$ cat src/rtl/lsu_dmem_port_if.sv
// Bundle for lsu_dmem_port: MEM-stage request/response channels plus the dmem
// bus. "slave" is the load/store port's view; "master" is the core/dmem side.
interface lsu_dmem_port_if;
    // Handshakes: a request transfers on a rising edge with req_valid && req_ready.
    // A response transfers on a rising edge with rsp_valid && rsp_ready. While
    // rsp_valid is high and rsp_ready is low, every rsp_* field holds its value.
    // req_ready depends only on port state. Stores are posted and produce no response.
    logic         req_valid;
    logic         req_ready;
    logic         req_we;
    logic         req_vec;
    logic [31:0]  req_addr;
    logic [15:0]  req_wdata_s;
    logic [255:0] req_wdata_v;

    logic         rsp_valid;
    logic         rsp_ready;
    logic         rsp_vec;
    logic [15:0]  rsp_data_s;
    logic [255:0] rsp_data_v;
    logic         rsp_err;
    logic         st_err;

    logic         mem_w_enable;
    logic         mem_src_sel;
    logic [31:0]  mem_addr;
    logic [15:0]  mem_w_data_a;
    logic [255:0] mem_w_data_b;
    logic [15:0]  mem_q_a;
    logic [255:0] mem_q_b;

    modport slave (
        input  req_valid, req_we, req_vec, req_addr, req_wdata_s, req_wdata_v,
        input  rsp_ready, mem_q_a, mem_q_b,
        output req_ready, rsp_valid, rsp_vec, rsp_data_s, rsp_data_v, rsp_err, st_err,
        output mem_w_enable, mem_src_sel, mem_addr, mem_w_data_a, mem_w_data_b
    );

    modport master (
        output req_valid, req_we, req_vec, req_addr, req_wdata_s, req_wdata_v,
        output rsp_ready, mem_q_a, mem_q_b,
        input  req_ready, rsp_valid, rsp_vec, rsp_data_s, rsp_data_v, rsp_err, st_err,
        input  mem_w_enable, mem_src_sel, mem_addr, mem_w_data_a, mem_w_data_b
    );
endinterface

$ cat src/rtl/lsu_dmem_port.sv
// Single-outstanding load/store port from the MEM stage to dmem, with registered
// dmem drive and a held load response. Define LSU_ALIGN_CHECK_EN to enable the alignment check.
module lsu_dmem_port #(
    parameter int RD_LAT = 1
) (
    input  logic                 clk,
    input  logic                 rst_n,
    lsu_dmem_port_if.slave       bus,
    output logic [1:0]           dbg_state
);

    typedef enum logic [1:0] {
        IDLE  = 2'd0,
        ISSUE = 2'd1,
        WAIT  = 2'd2,
        RESP  = 2'd3
    } state_t;

    // dmem samples at the edge that ends ISSUE and q is usable RD_LAT edges later,
    // so WAIT spans RD_LAT cycles and the response rises at E1+RD_LAT.
    localparam logic [1:0] WAIT_INIT = 2'(RD_LAT - 1);

    state_t     state;
    state_t     state_nxt;
    logic [1:0] cnt;
    logic [1:0] cnt_nxt;
    logic       ld_q;
    logic       accept;
    logic       misalign;
    logic       capture;
    logic       err_load;
    logic       err_store;

`ifdef LSU_ALIGN_CHECK_EN
    assign misalign = bus.req_vec ? (bus.req_addr[4:0] != 5'd0) : bus.req_addr[0];
`else
    assign misalign = 1'b0;
`endif

    assign dbg_state     = state;
    assign bus.rsp_valid = (state == RESP);

    always_comb begin
        state_nxt     = state;
        cnt_nxt       = cnt;
        accept        = 1'b0;
        capture       = 1'b0;
        err_load      = 1'b0;
        err_store     = 1'b0;
        bus.req_ready = 1'b0;
        case (state)
            IDLE: begin
                bus.req_ready = rst_n;
                if (bus.req_valid) begin
                    accept = 1'b1;
                    if (misalign) begin
                        if (bus.req_we) begin
                            err_store = 1'b1;
                        end else begin
                            err_load  = 1'b1;
                            state_nxt = RESP;
                        end
                    end else begin
                        state_nxt = ISSUE;
                    end
                end
            end
            ISSUE: begin
                if (ld_q) begin
                    state_nxt = WAIT;
                    cnt_nxt   = WAIT_INIT;
                end else begin
                    state_nxt = IDLE;
                end
            end
            WAIT: begin
                if (cnt == 2'd0) begin
                    state_nxt = RESP;
                    capture   = 1'b1;
                end else begin
                    cnt_nxt = cnt - 2'd1;
                end
            end
            RESP: begin
                if (bus.rsp_ready) begin
                    state_nxt = IDLE;
                end
            end
            default: state_nxt = IDLE;
        endcase
    end

    always_ff @(posedge clk or negedge rst_n) begin
        if (!rst_n) begin
            state <= IDLE;
            cnt   <= 2'd0;
        end else begin
            state <= state_nxt;
            cnt   <= cnt_nxt;
        end
    end

    always_ff @(posedge clk or negedge rst_n) begin
        if (!rst_n) begin
            ld_q             <= 1'b0;
            bus.mem_w_enable <= 1'b0;
            bus.mem_src_sel  <= 1'b0;
            bus.mem_addr     <= 32'd0;
            bus.mem_w_data_a <= 16'd0;
            bus.mem_w_data_b <= 256'd0;
            bus.rsp_vec      <= 1'b0;
            bus.rsp_data_s   <= 16'd0;
            bus.rsp_data_v   <= 256'd0;
            bus.rsp_err      <= 1'b0;
            bus.st_err       <= 1'b0;
        end else begin
            bus.mem_w_enable <= 1'b0;
            bus.st_err       <= err_store;
            if (accept && !misalign) begin
                ld_q             <= !bus.req_we;
                bus.mem_w_enable <= bus.req_we;
                bus.mem_src_sel  <= bus.req_vec;
                bus.mem_addr     <= bus.req_addr;
                // Only the selected write bus moves; the other keeps its last value.
                if (bus.req_we && bus.req_vec) begin
                    bus.mem_w_data_b <= bus.req_wdata_v;
                end
                if (bus.req_we && !bus.req_vec) begin
                    bus.mem_w_data_a <= bus.req_wdata_s;
                end
            end
            if (capture) begin
                bus.rsp_vec    <= bus.mem_src_sel;
                bus.rsp_err    <= 1'b0;
                bus.rsp_data_s <= bus.mem_src_sel ? 16'd0 : bus.mem_q_a;
                bus.rsp_data_v <= bus.mem_src_sel ? bus.mem_q_b : 256'd0;
            end else if (err_load) begin
                bus.rsp_vec    <= bus.req_vec;
                bus.rsp_err    <= 1'b1;
                bus.rsp_data_s <= 16'd0;
                bus.rsp_data_v <= 256'd0;
            end
        end
    end

    a_we_only_in_issue: assert property (@(posedge clk) disable iff (!rst_n)
        bus.mem_w_enable |-> (state == ISSUE));

    a_rsp_held: assert property (@(posedge clk) disable iff (!rst_n)
        (bus.rsp_valid && !bus.rsp_ready) |=>
        (bus.rsp_valid && $stable(bus.rsp_vec) && $stable(bus.rsp_err) &&
         $stable(bus.rsp_data_s) && $stable(bus.rsp_data_v)));

endmodule
$ cat src/flat_wrapper.sv
// flat-port wrapper written by rule: the top's interface ports become plain ports
module lsu_dmem_port_flat 
#(
    parameter int RD_LAT = 1
)
  (clk, rst_n, dbg_state, bus_req_valid, bus_req_we, bus_req_vec, bus_req_addr, bus_req_wdata_s, bus_req_wdata_v, bus_rsp_ready, bus_mem_q_a, bus_mem_q_b, bus_req_ready, bus_rsp_valid, bus_rsp_vec, bus_rsp_data_s, bus_rsp_data_v, bus_rsp_err, bus_st_err, bus_mem_w_enable, bus_mem_src_sel, bus_mem_addr, bus_mem_w_data_a, bus_mem_w_data_b);
  lsu_dmem_port_if bus_i ();
  input  logic clk;
  input  logic rst_n;
  output logic [1:0] dbg_state;
  input wire logic [$bits(bus_i.req_valid)-1:0] bus_req_valid;
  input wire logic [$bits(bus_i.req_we)-1:0] bus_req_we;
  input wire logic [$bits(bus_i.req_vec)-1:0] bus_req_vec;
  input wire logic [$bits(bus_i.req_addr)-1:0] bus_req_addr;
  input wire logic [$bits(bus_i.req_wdata_s)-1:0] bus_req_wdata_s;
  input wire logic [$bits(bus_i.req_wdata_v)-1:0] bus_req_wdata_v;
  input wire logic [$bits(bus_i.rsp_ready)-1:0] bus_rsp_ready;
  input wire logic [$bits(bus_i.mem_q_a)-1:0] bus_mem_q_a;
  input wire logic [$bits(bus_i.mem_q_b)-1:0] bus_mem_q_b;
  output wire logic [$bits(bus_i.req_ready)-1:0] bus_req_ready;
  output wire logic [$bits(bus_i.rsp_valid)-1:0] bus_rsp_valid;
  output wire logic [$bits(bus_i.rsp_vec)-1:0] bus_rsp_vec;
  output wire logic [$bits(bus_i.rsp_data_s)-1:0] bus_rsp_data_s;
  output wire logic [$bits(bus_i.rsp_data_v)-1:0] bus_rsp_data_v;
  output wire logic [$bits(bus_i.rsp_err)-1:0] bus_rsp_err;
  output wire logic [$bits(bus_i.st_err)-1:0] bus_st_err;
  output wire logic [$bits(bus_i.mem_w_enable)-1:0] bus_mem_w_enable;
  output wire logic [$bits(bus_i.mem_src_sel)-1:0] bus_mem_src_sel;
  output wire logic [$bits(bus_i.mem_addr)-1:0] bus_mem_addr;
  output wire logic [$bits(bus_i.mem_w_data_a)-1:0] bus_mem_w_data_a;
  output wire logic [$bits(bus_i.mem_w_data_b)-1:0] bus_mem_w_data_b;
  assign bus_i.req_valid = bus_req_valid;
  assign bus_i.req_we = bus_req_we;
  assign bus_i.req_vec = bus_req_vec;
  assign bus_i.req_addr = bus_req_addr;
  assign bus_i.req_wdata_s = bus_req_wdata_s;
  assign bus_i.req_wdata_v = bus_req_wdata_v;
  assign bus_i.rsp_ready = bus_rsp_ready;
  assign bus_i.mem_q_a = bus_mem_q_a;
  assign bus_i.mem_q_b = bus_mem_q_b;
  assign bus_req_ready = bus_i.req_ready;
  assign bus_rsp_valid = bus_i.rsp_valid;
  assign bus_rsp_vec = bus_i.rsp_vec;
  assign bus_rsp_data_s = bus_i.rsp_data_s;
  assign bus_rsp_data_v = bus_i.rsp_data_v;
  assign bus_rsp_err = bus_i.rsp_err;
  assign bus_st_err = bus_i.st_err;
  assign bus_mem_w_enable = bus_i.mem_w_enable;
  assign bus_mem_src_sel = bus_i.mem_src_sel;
  assign bus_mem_addr = bus_i.mem_addr;
  assign bus_mem_w_data_a = bus_i.mem_w_data_a;
  assign bus_mem_w_data_b = bus_i.mem_w_data_b;
  lsu_dmem_port #(.RD_LAT(RD_LAT)) u_core (.clk(clk), .rst_n(rst_n), .bus(bus_i), .dbg_state(dbg_state));
endmodule
$ cat config.mk
export PLATFORM = sky130hd
export DESIGN_NAME = lsu_dmem_port_flat
export DESIGN_NICKNAME = d
export VERILOG_FILES = /design/src/rtl/lsu_dmem_port_if.sv /design/src/rtl/lsu_dmem_port.sv /design/src/flat_wrapper.sv
export SDC_FILE = /design/constraint.sdc
export NUM_CORES = 1
export LEC_CHECK = 0
export CAP_MARGIN = 15
export CORE_AREA = 2 2 457 459
export CTS_CLUSTER_DIAMETER = 40
export DETAILED_ROUTE_END_ITERATION = 8
export DIE_AREA = 0 0 459 461
export SYNTH_ARGS = -nofsm -noshare
export SYNTH_HDL_FRONTEND = slang
export SYNTH_SLANG_ARGS = --single-unit
$ cat constraint.sdc
create_clock -name clk -period 4.4 [get_ports clk]
set_clock_uncertainty 0.1 [all_clocks]
set_input_delay 1.1 -clock clk [delete_from_list [all_inputs] [get_ports clk]]
set_output_delay 1.1 -clock clk [all_outputs]
set_load 0.005 [all_outputs]
* After elaboration in Yosys (flattened, before gate mapping)
Index checks and enable logic that the tools add are counted.
** Word-level totals
- Output and inout port bits :: 585
- Flip-flop bits (word level) :: 585
- Word-level logic and storage cells :: 52
** Cells by class
- Reduce and logical (&&, ||, !) cells :: 11
- Equality and inequality tests :: 8
- Muxes and demuxes :: 20
- Add/sub/neg operators :: 1
** Operators by type and width (number)
- $mux W256 :: 2
- $mux W16 :: 2
- $mux W2 :: 6
- $mux W1 :: 8
- $pmux W2 S4 :: 1
- $ne A2 B2 Y1 const B :: 3
- $reduce_and A3 Y1 :: 2
- $eq A2 B2 Y1 const B :: 2
- $logic_not A2 Y1 :: 2
- $ne A2 B1 Y1 const B :: 2
- $pmux W2 S2 :: 1
- $reduce_and A2 Y1 :: 2
- $eq A2 B1 Y1 const B :: 1
- $logic_and A1 B1 Y1 :: 2
- $logic_not A1 Y1 :: 2
- $reduce_bool A2 Y1 :: 1
- $sub A2 B1 Y2 const B :: 1

* Logic depth before layout (Yosys ltp)
Gate-level depths: netlist (run 1).
- Depth in word-level cells :: 4
- Gate-level depth with buffers :: 8
- Depth with buffers taken out :: 5

* Worst setup path after synthesis (run 1)
No wires, ideal clock.
- Kind :: input to output
- Start :: in rst_n
- End :: out bus_req_ready
- Required time :: 3.200 ns
- Path slack :: 1.957 ns
- Arrival time :: 1.243 ns
- Stages :: 1
- Buffers on the path :: 0
- Path through :: and2_1
** Between the ends
- Cells in the longest elaborated chain, start to end :: 1
** Ends and longest elaborated chain
- start, declared :: RTL line flat_wrapper.sv:9 : input logic rst_n;
- $mux W1 :: RTL line lsu_dmem_port.sv:51 : case (state)
- end, declared :: RTL line flat_wrapper.sv:20 : output wire logic [$bits(bus_i.req_ready)-1:0] bus_req_ready;
No other way between the ends.

* Worst setup path after layout (run 1)
Same ends and word-level chain as after synthesis.

==> results of run 1 <==
-- power groups by stage --
| stage | clock network [mW] | registers [mW] | logic [mW] |
|---|---|---|---|
| 3_3_place_gp | 0 | 9.42 | 12.4 |
| 5_1_grt | 11.0 | 9.73 | 13.3 |
| 4_1_cts | 10.8 | 9.44 | 12.6 |
| 6_report | 10.5 | 9.45 | 12.3 |
| 2_1_floorplan | 0 | 9.33 | 3.75 |
| 3_5_place_dp | 0 | 9.46 | 12.5 |
-- what timing repair did --
item,in CTS,in global routing
endpoints found under the hold margin,1,0
buffers inserted,0,0
hold buffers,1,0
-- stage by stage --
stage / worst slack (ns) / utilization (%) / total power [mW] / hold slack (ns)
2_1_floorplan: 1.96 / - / 13.1 / 0.373
3_3_place_gp: 1.01 / 18.4 / 21.9 / 0.360
3_5_place_dp: 1.01 / 18.4 / 22.0 / 0.369
4_1_cts: 0.978 / 20.7 / 32.9 / 0.380
5_1_grt: 0.936 / 20.7 / 34.1 / 0.390
6_report: 0.987 / 20.7 / 32.2 / 0.374
-- tightest hold or removal path, cell delays in order, from the launching register on --
cell and delay (ns):
dfrtp_1 0.34, nand2_1 0.04, o21ai_0 0.06
-- per-layer routing --
layer | routed length [µm] | GRT usage (%) | part of all wire, %
met1 | 47100 | 12.2 | 35
met2 | 59400 | 18.7 | 44
met3 | 21200 | 8.93 | 16
met4 | 7790 | 7.26 | 5.7
met5 | 183 | 0.482 | 0.13
-- path summary, 6_finish.rpt --
kind                                                        start                                       end  slack [ns]  depth (start not counted)
max                                                         rst_n                             bus_req_ready        0.99                          4
min                        u_core.bus.rsp_data_v[191]$_DFFE_PN0P_    u_core.bus.rsp_data_v[191]$_DFFE_PN0P_        0.37                          2
max reg2reg                       u_core.dbg_state[0]$_DFFE_PN0P_  u_core.bus.mem_w_data_b[179]$_DFFE_PN0P_        1.62                          6
min reg2reg                u_core.bus.rsp_data_v[191]$_DFFE_PN0P_    u_core.bus.rsp_data_v[191]$_DFFE_PN0P_        0.37                          2
max in group asynchronous                                   rst_n       u_core.bus.mem_addr[31]$_DFFE_PN0P_        1.83                          4
min in group asynchronous                                   rst_n   u_core.bus.mem_w_data_b[83]$_DFFE_PN0P_        0.70                          2
-- kinds of logic after synthesis --
group	synth area share (%)
flip-flops	63.0
AND/OR/NAND/NOR	9.37
multiplexers	18.2
AO/OA/AOI/OAI	5.92
buffers and inverters	3.18
adder cells (fa/ha/maj)	0.324
other	0.0162
-- sequential cells by signal, indices dropped and copies added, names as in the netlist, named ones only --
| register | count |
|---|---|
| u_core.bus.mem_addr | 32 |
| u_core.bus.rsp_data_s | 16 |
| u_core.dbg_state | 1 |
| u_core.bus.mem_w_data_b | 256 |
| u_core.bus.rsp_vec | 1 |
| u_core.bus.mem_src_sel | 1 |
| u_core.bus.rsp_data_v | 256 |
| u_core.ld_q | 1 |
| u_core.cnt | 2 |
| u_core.bus.mem_w_enable | 1 |
| u_core.bus.mem_w_data_a | 16 |
-- Yosys cell counts --
cell	number
mux2_4	200
o22ai_1	1
buf_4	3
nor3_1	1
buf_6	27
conb_1	1
and2_1	1
clkbuf_1	61
nand2_2	1
mux2i_1	3
and3_1	1
ha_1	6
nand2b_1	18
nand3_1	1
buf_2	32
buf_1	2
a21oi_1	1
dfrtp_1	584
and3_2	1
nor4_1	1
mux2_2	106
inv_1	4
nor2b_1	3
o21ai_0	272
nand2_1	531
nor2_1	2
-- final cells by class --
cell class | count | area (µm²) | share of cell area [%]
Multi-Input combinational cell | 1152 | 7880 | 18.4
Sequential cell | 584 | 14600 | 34.2
Clock inverter | 75 | 1080 | 2.53
Timing Repair Buffer | 1207 | 12100 | 28.4
Antenna cell | 19 | 47.5 | 0.111
Tap cell | 2704 | 3380 | 7.90
Inverter | 4 | 15.0 | 0.0351
Clock buffer | 164 | 3630 | 8.49
==> results.sh, run 1 <==
export IMPL_cp_start_kind="primary input"
export IMPL_p_int_mw=21.6
export IMPL_syn_area_per_cell_um2=12.4
export IMPL_tns_ns=0
export IMPL_path_max_fanout=20
export IMPL_drive_gt1_share_pct=18.2
export IMPL_switchingPower_mw=10.6
export IMPL_synth_seq_cells=584
export IMPL_grt_pass1_wl_mm=177
export IMPL_crit_required_ns=3.20
export IMPL_status="finished, final reports clean"
export IMPL_drv_cap=0
export IMPL_cts_tree="done"
export IMPL_avgRoutedWirePerCell_um=23.0
export IMPL_max_stage_delay_ns=0.56
export IMPL_maxSlewViolCount=0
export IMPL_io_pins=1167
export IMPL_synth_top_cell_area_share_pct=63.0
export IMPL_arrival_ns=2.21
export IMPL_grt_pass1_vias=20274
export IMPL_synth_top_area_cell="dfrtp_1"
export IMPL_num_vias=19305
export IMPL_grt_antenna_before_repair=56
export IMPL_viasPerCell=3.27
export IMPL_grt_max_degree=139
export IMPL_cts_buffers=130
export IMPL_cts_buffer_depth=3
export IMPL_hold_violations=0
export IMPL_die_y_um=461
export IMPL_stdcell_count=5909
export IMPL_path_cells="dlygate4sd3_1 -> buf_8 -> and2_1 -> buf_4"
export IMPL_finalCriticalPeriod_ns=3.41
export IMPL_final_nets=3667
export IMPL_fillCellCount=22325
export IMPL_p_clk_share_pct=32.6
export IMPL_netlist_area_um2=23200
export IMPL_period_share_pct=77.6
export IMPL_place_congestion=0.908
export IMPL_combPwrFrac_pct=38.1
export IMPL_setup_viol=0
export IMPL_coreArea_um2=206000
export IMPL_path_class="primary input to output port"
export IMPL_numPortBuffers=1164
export IMPL_root_buffer="clkbuf_16"
export IMPL_first_pass_iters=5
export IMPL_die_area_um2=212000
export IMPL_cts_sinks=584
export IMPL_rows=167
export IMPL_crit_slowest_cell="dlygate4sd3_1"
export IMPL_final_common_cell="clkdlybuf4s50_1"
export IMPL_netlist_cell_type_count=26
export IMPL_fp_dieW_um=459
export IMPL_path_clk_slew_ns=0.05
export IMPL_power_density_nw_per_um2=753
export IMPL_rsz0062_at_grt="false"
export IMPL_yosysWarnings=0
export IMPL_wl_mm=136
export IMPL_critPathTopFamily="buffers and inverters"
export IMPL_ant_nets=0
export IMPL_path_buf_inv=3
export IMPL_p_sw_share_pct=32.8
export IMPL_min_path_type="flip-flop to flip-flop"
export IMPL_final_area_um2=42800
export IMPL_placed_cell_area_um2=38000
export IMPL_track_usage_pct=12.4
export IMPL_synth_cells=1864
export IMPL_cts_resized_gates=0
export IMPL_seq_area_frac_synth_pct=63.0
export IMPL_max_vdd_ir_drop_uv=371
export IMPL_worst_slew_pin_slew_ns=0.945
export IMPL_layout_common_cells="clkdlybuf4s50_1 (1,162), dfrtp_1 (583), nand2_1 (530), o21ai_0 (272), mux2_4 (200)"
export IMPL_synth_area_top_cells="dfrtp_1 (63%), mux2_4 (13%), nand2_1 (8.6%)"
export IMPL_endpoint_kind="output port"
export IMPL_p_seq_share_pct=29.3
export IMPL_drt_iter0_markers=1115
export IMPL_grt_ovfl_total=0
export IMPL_max_freq_mhz=293
export IMPL_htree_num_levels=4
export IMPL_cellLeakagePower_nw=18.2
export IMPL_max_slew_margin_pct=37.0
export IMPL_start_util_pct=11.2
export IMPL_clkLatencyLatePin_ns=0.73
export IMPL_syn2layout_area_growth_pct=84.4
export IMPL_dp_cells=5650
export IMPL_hpwl_mm=111
export IMPL_drcViolationCount=0
No activity file was read; power rests on OpenSTA's default activity.
==> inputs of run 2 (changes only) <==
--- a/config.mk
+++ b/config.mk
@@ -6,10 +6,10 @@
 export NUM_CORES = 1
 export LEC_CHECK = 0
 export CAP_MARGIN = 15
-export CORE_AREA = 2 2 457 459
+export CORE_AREA = 2 2 452 454
 export CTS_CLUSTER_DIAMETER = 40
 export DETAILED_ROUTE_END_ITERATION = 8
-export DIE_AREA = 0 0 459 461
+export DIE_AREA = 0 0 454 456
 export SYNTH_ARGS = -nofsm -noshare
 export SYNTH_HDL_FRONTEND = slang
 export SYNTH_SLANG_ARGS = --single-unit
==> constraint.sdc (replaced) <==
create_clock -name clk -period 3.5 [get_ports clk]
set_clock_uncertainty 0.1 [all_clocks]
set_input_delay 0.875 -clock clk [delete_from_list [all_inputs] [get_ports clk]]
set_output_delay 0.875 -clock clk [all_outputs]
set_load 0.005 [all_outputs]
==> results.sh, run 2 (synthesis gave the netlist of run 1 again) <==
export IMPL_post_place_ws_ns=0.199
export IMPL_avgRoutedWirePerCell_um=26.1
export IMPL_hpwl_mm=125
export IMPL_fillCellCount=21690
export IMPL_die_area_um2=207000
export IMPL_top_regs="u_core.bus.mem_w_data_b (256), u_core.bus.rsp_data_v (256), u_core.bus.mem_addr (32)"
export IMPL_fp_dieW_um=454
export IMPL_maxSlewViolCount=0
export IMPL_drt_iter0_markers=1268
export IMPL_coreArea_um2=202000
export IMPL_p_int_mw=27.6
export IMPL_final_area_um2=43200
export IMPL_setup_viol=0
export IMPL_cts_resized_gates=0
export IMPL_arrival_ns=2.23
export IMPL_syn2layout_area_growth_pct=86.2
export IMPL_path_max_fanout=5
export IMPL_grt_ovfl_total=0
export IMPL_layout_common_cells="clkdlybuf4s50_1 (1,163), dfrtp_1 (583), nand2_1 (530), o21ai_0 (272), mux2_4 (200)"
export IMPL_cts_sinks=584
export IMPL_first_pass_iters=5
export IMPL_num_vias=19599
export IMPL_p_sw_share_pct=33.5
export IMPL_rows=165
export IMPL_cts_buffers=139
export IMPL_max_vdd_ir_drop_uv=467
export IMPL_min_path_type="primary input to async pin"
export IMPL_holdWs_ns=0.0795
export IMPL_grt_pass1_vias=20236
export IMPL_cts_tree="done"
export IMPL_numPortBuffers=1164
export IMPL_htree_num_levels=4
export IMPL_drv_cap=0
export IMPL_final_common_cell="clkdlybuf4s50_1"
export IMPL_grt_pass1_wl_mm=199
export IMPL_wl_mm=154
export IMPL_root_buffer="clkbuf_16"
export IMPL_clkLatencyLatePin_ns=0.77
export IMPL_power_density_nw_per_um2=962
export IMPL_ff_latch_area_um2=14600
export IMPL_postCtsHoldBufs=0
export IMPL_multiInputGateArea_um2=7880
export IMPL_cts_setup_buffers=0
export IMPL_endpoint_kind="output port"
export IMPL_final_nets=3681
export IMPL_grt_antenna_before_repair=77
export IMPL_max_slew_margin_pct=32.2
export IMPL_setup_slack_ns=0.291
export IMPL_worst_slew_pin_slew_ns=1.02
export IMPL_place_congestion=0.974
export IMPL_status="finished, final reports clean"
export IMPL_tns_ns=0
export IMPL_ant_nets=0
export IMPL_combPwrFrac_pct=36.7
export IMPL_rsz0062_at_grt="false"
export IMPL_p_clk_share_pct=33.6
export IMPL_viasPerCell=3.32
export IMPL_track_usage_pct=14.5
export IMPL_die_y_um=456
export IMPL_hold_violations=0
export IMPL_start_util_pct=11.5
export IMPL_cp_start_kind="flip-flop"
export IMPL_finalCriticalPeriod_ns=3.21
export IMPL_io_pins=1167
export IMPL_switchingPower_mw=13.9
export IMPL_crit_required_ns=2.52
export IMPL_cts_buffer_depth=3
export IMPL_cellLeakagePower_nw=18.4
export IMPL_drive_gt1_share_pct=18.8
export IMPL_period_share_pct=91.7
export IMPL_path_class="flip-flop to output port"
export IMPL_path_clk_slew_ns=0.05
export IMPL_max_freq_mhz=312
export IMPL_placed_cell_area_um2=38100
export IMPL_p_seq_share_pct=29.7
export IMPL_grt_max_degree=175
export IMPL_drcViolationCount=0
-- run 2: cell types whose count changed in the layout (fill, tap and decap cells not counted), moves of 2 or more --
cell	previous run	this run
buf_4	30	27
clkbuf_16	133	139
clkinv_4	9	15
clkinv_16	2	7
clkinvlp_4	9	11
bufinv_16	18	20
buf_12	13	21
clkbuf_8	19	12
clkinv_2	18	28
inv_8	5	0
-- run 2: stage by stage --
stage	power, mW	instances	utilization (%)
2_1_floorplan	16.4	1865	-
3_3_place_gp	27.9	5624	18.9
3_5_place_dp	27.9	5624	18.9
4_1_cts	42.3	5882	21.4
5_1_grt	43.7	5886	21.4
6_report	41.5	5900	21.4
-- run 2: path summary, 6_finish.rpt --
path                                                              from                                  endpoint  slack [ns]  cells after the start
worst max-delay path                   u_core.dbg_state[0]$_DFFE_PN0P_                             bus_req_ready        0.29                      4
worst min-delay path                                             rst_n  u_core.bus.mem_w_data_b[187]$_DFFE_PN0P_        0.08                      2
worst max register to register         u_core.dbg_state[0]$_DFFE_PN0P_  u_core.bus.mem_w_data_b[180]$_DFFE_PN0P_        0.99                      6
worst min register to register  u_core.bus.rsp_data_v[190]$_DFFE_PN0P_    u_core.bus.rsp_data_v[190]$_DFFE_PN0P_        0.37                      2
max in group asynchronous                                        rst_n  u_core.bus.mem_w_data_b[151]$_DFFE_PN0P_        1.98                      3
min in group clk                u_core.bus.rsp_data_v[190]$_DFFE_PN0P_    u_core.bus.rsp_data_v[190]$_DFFE_PN0P_        0.37                      2
-- run 2: final cells by class --
| cell class | instances | area share, % |
|---|---|---|
| Sequential cell | 584 | 33.8 |
| Timing Repair Buffer | 1212 | 28.4 |
| Multi-Input combinational cell | 1152 | 18.2 |
| Clock buffer | 164 | 8.54 |
| Tap cell | 2672 | 7.74 |
| Clock inverter | 94 | 3.11 |
| Antenna cell | 18 | 0.104 |
| Inverter | 4 | 0.0347 |
-- run 2: metal layers --
metal	up-vias	wire length (µm)	global-route usage [%]	share of wire [%]
met2	921	73100	23.6	47
met4	4	4120	4.45	2.7
met1	9710	63900	17.9	41
met3	238	12900	4.95	8.4
li1	8726	-	-	-
met5	-	27	0	0.018
-- run 2: critical path, stage by stage, from the launching register on --
cell             delay, ns
dfrtp_1               0.41
inv_1                 0.16
ha_1                  0.25
and2_1                0.15
clkdlybuf4s50_1       0.49
-- run 2: power groups by stage --
stage                     combinational, mW  sequential [mW]  clock (mW)
after CTS                              15.7             12.3        14.3
after global placement                 15.5             12.3           0
after detailed placement               15.6             12.3           0
after global routing                   16.3             12.7        14.7
after floorplan                        4.71             11.7           0
final                                  15.2             12.4        14.0
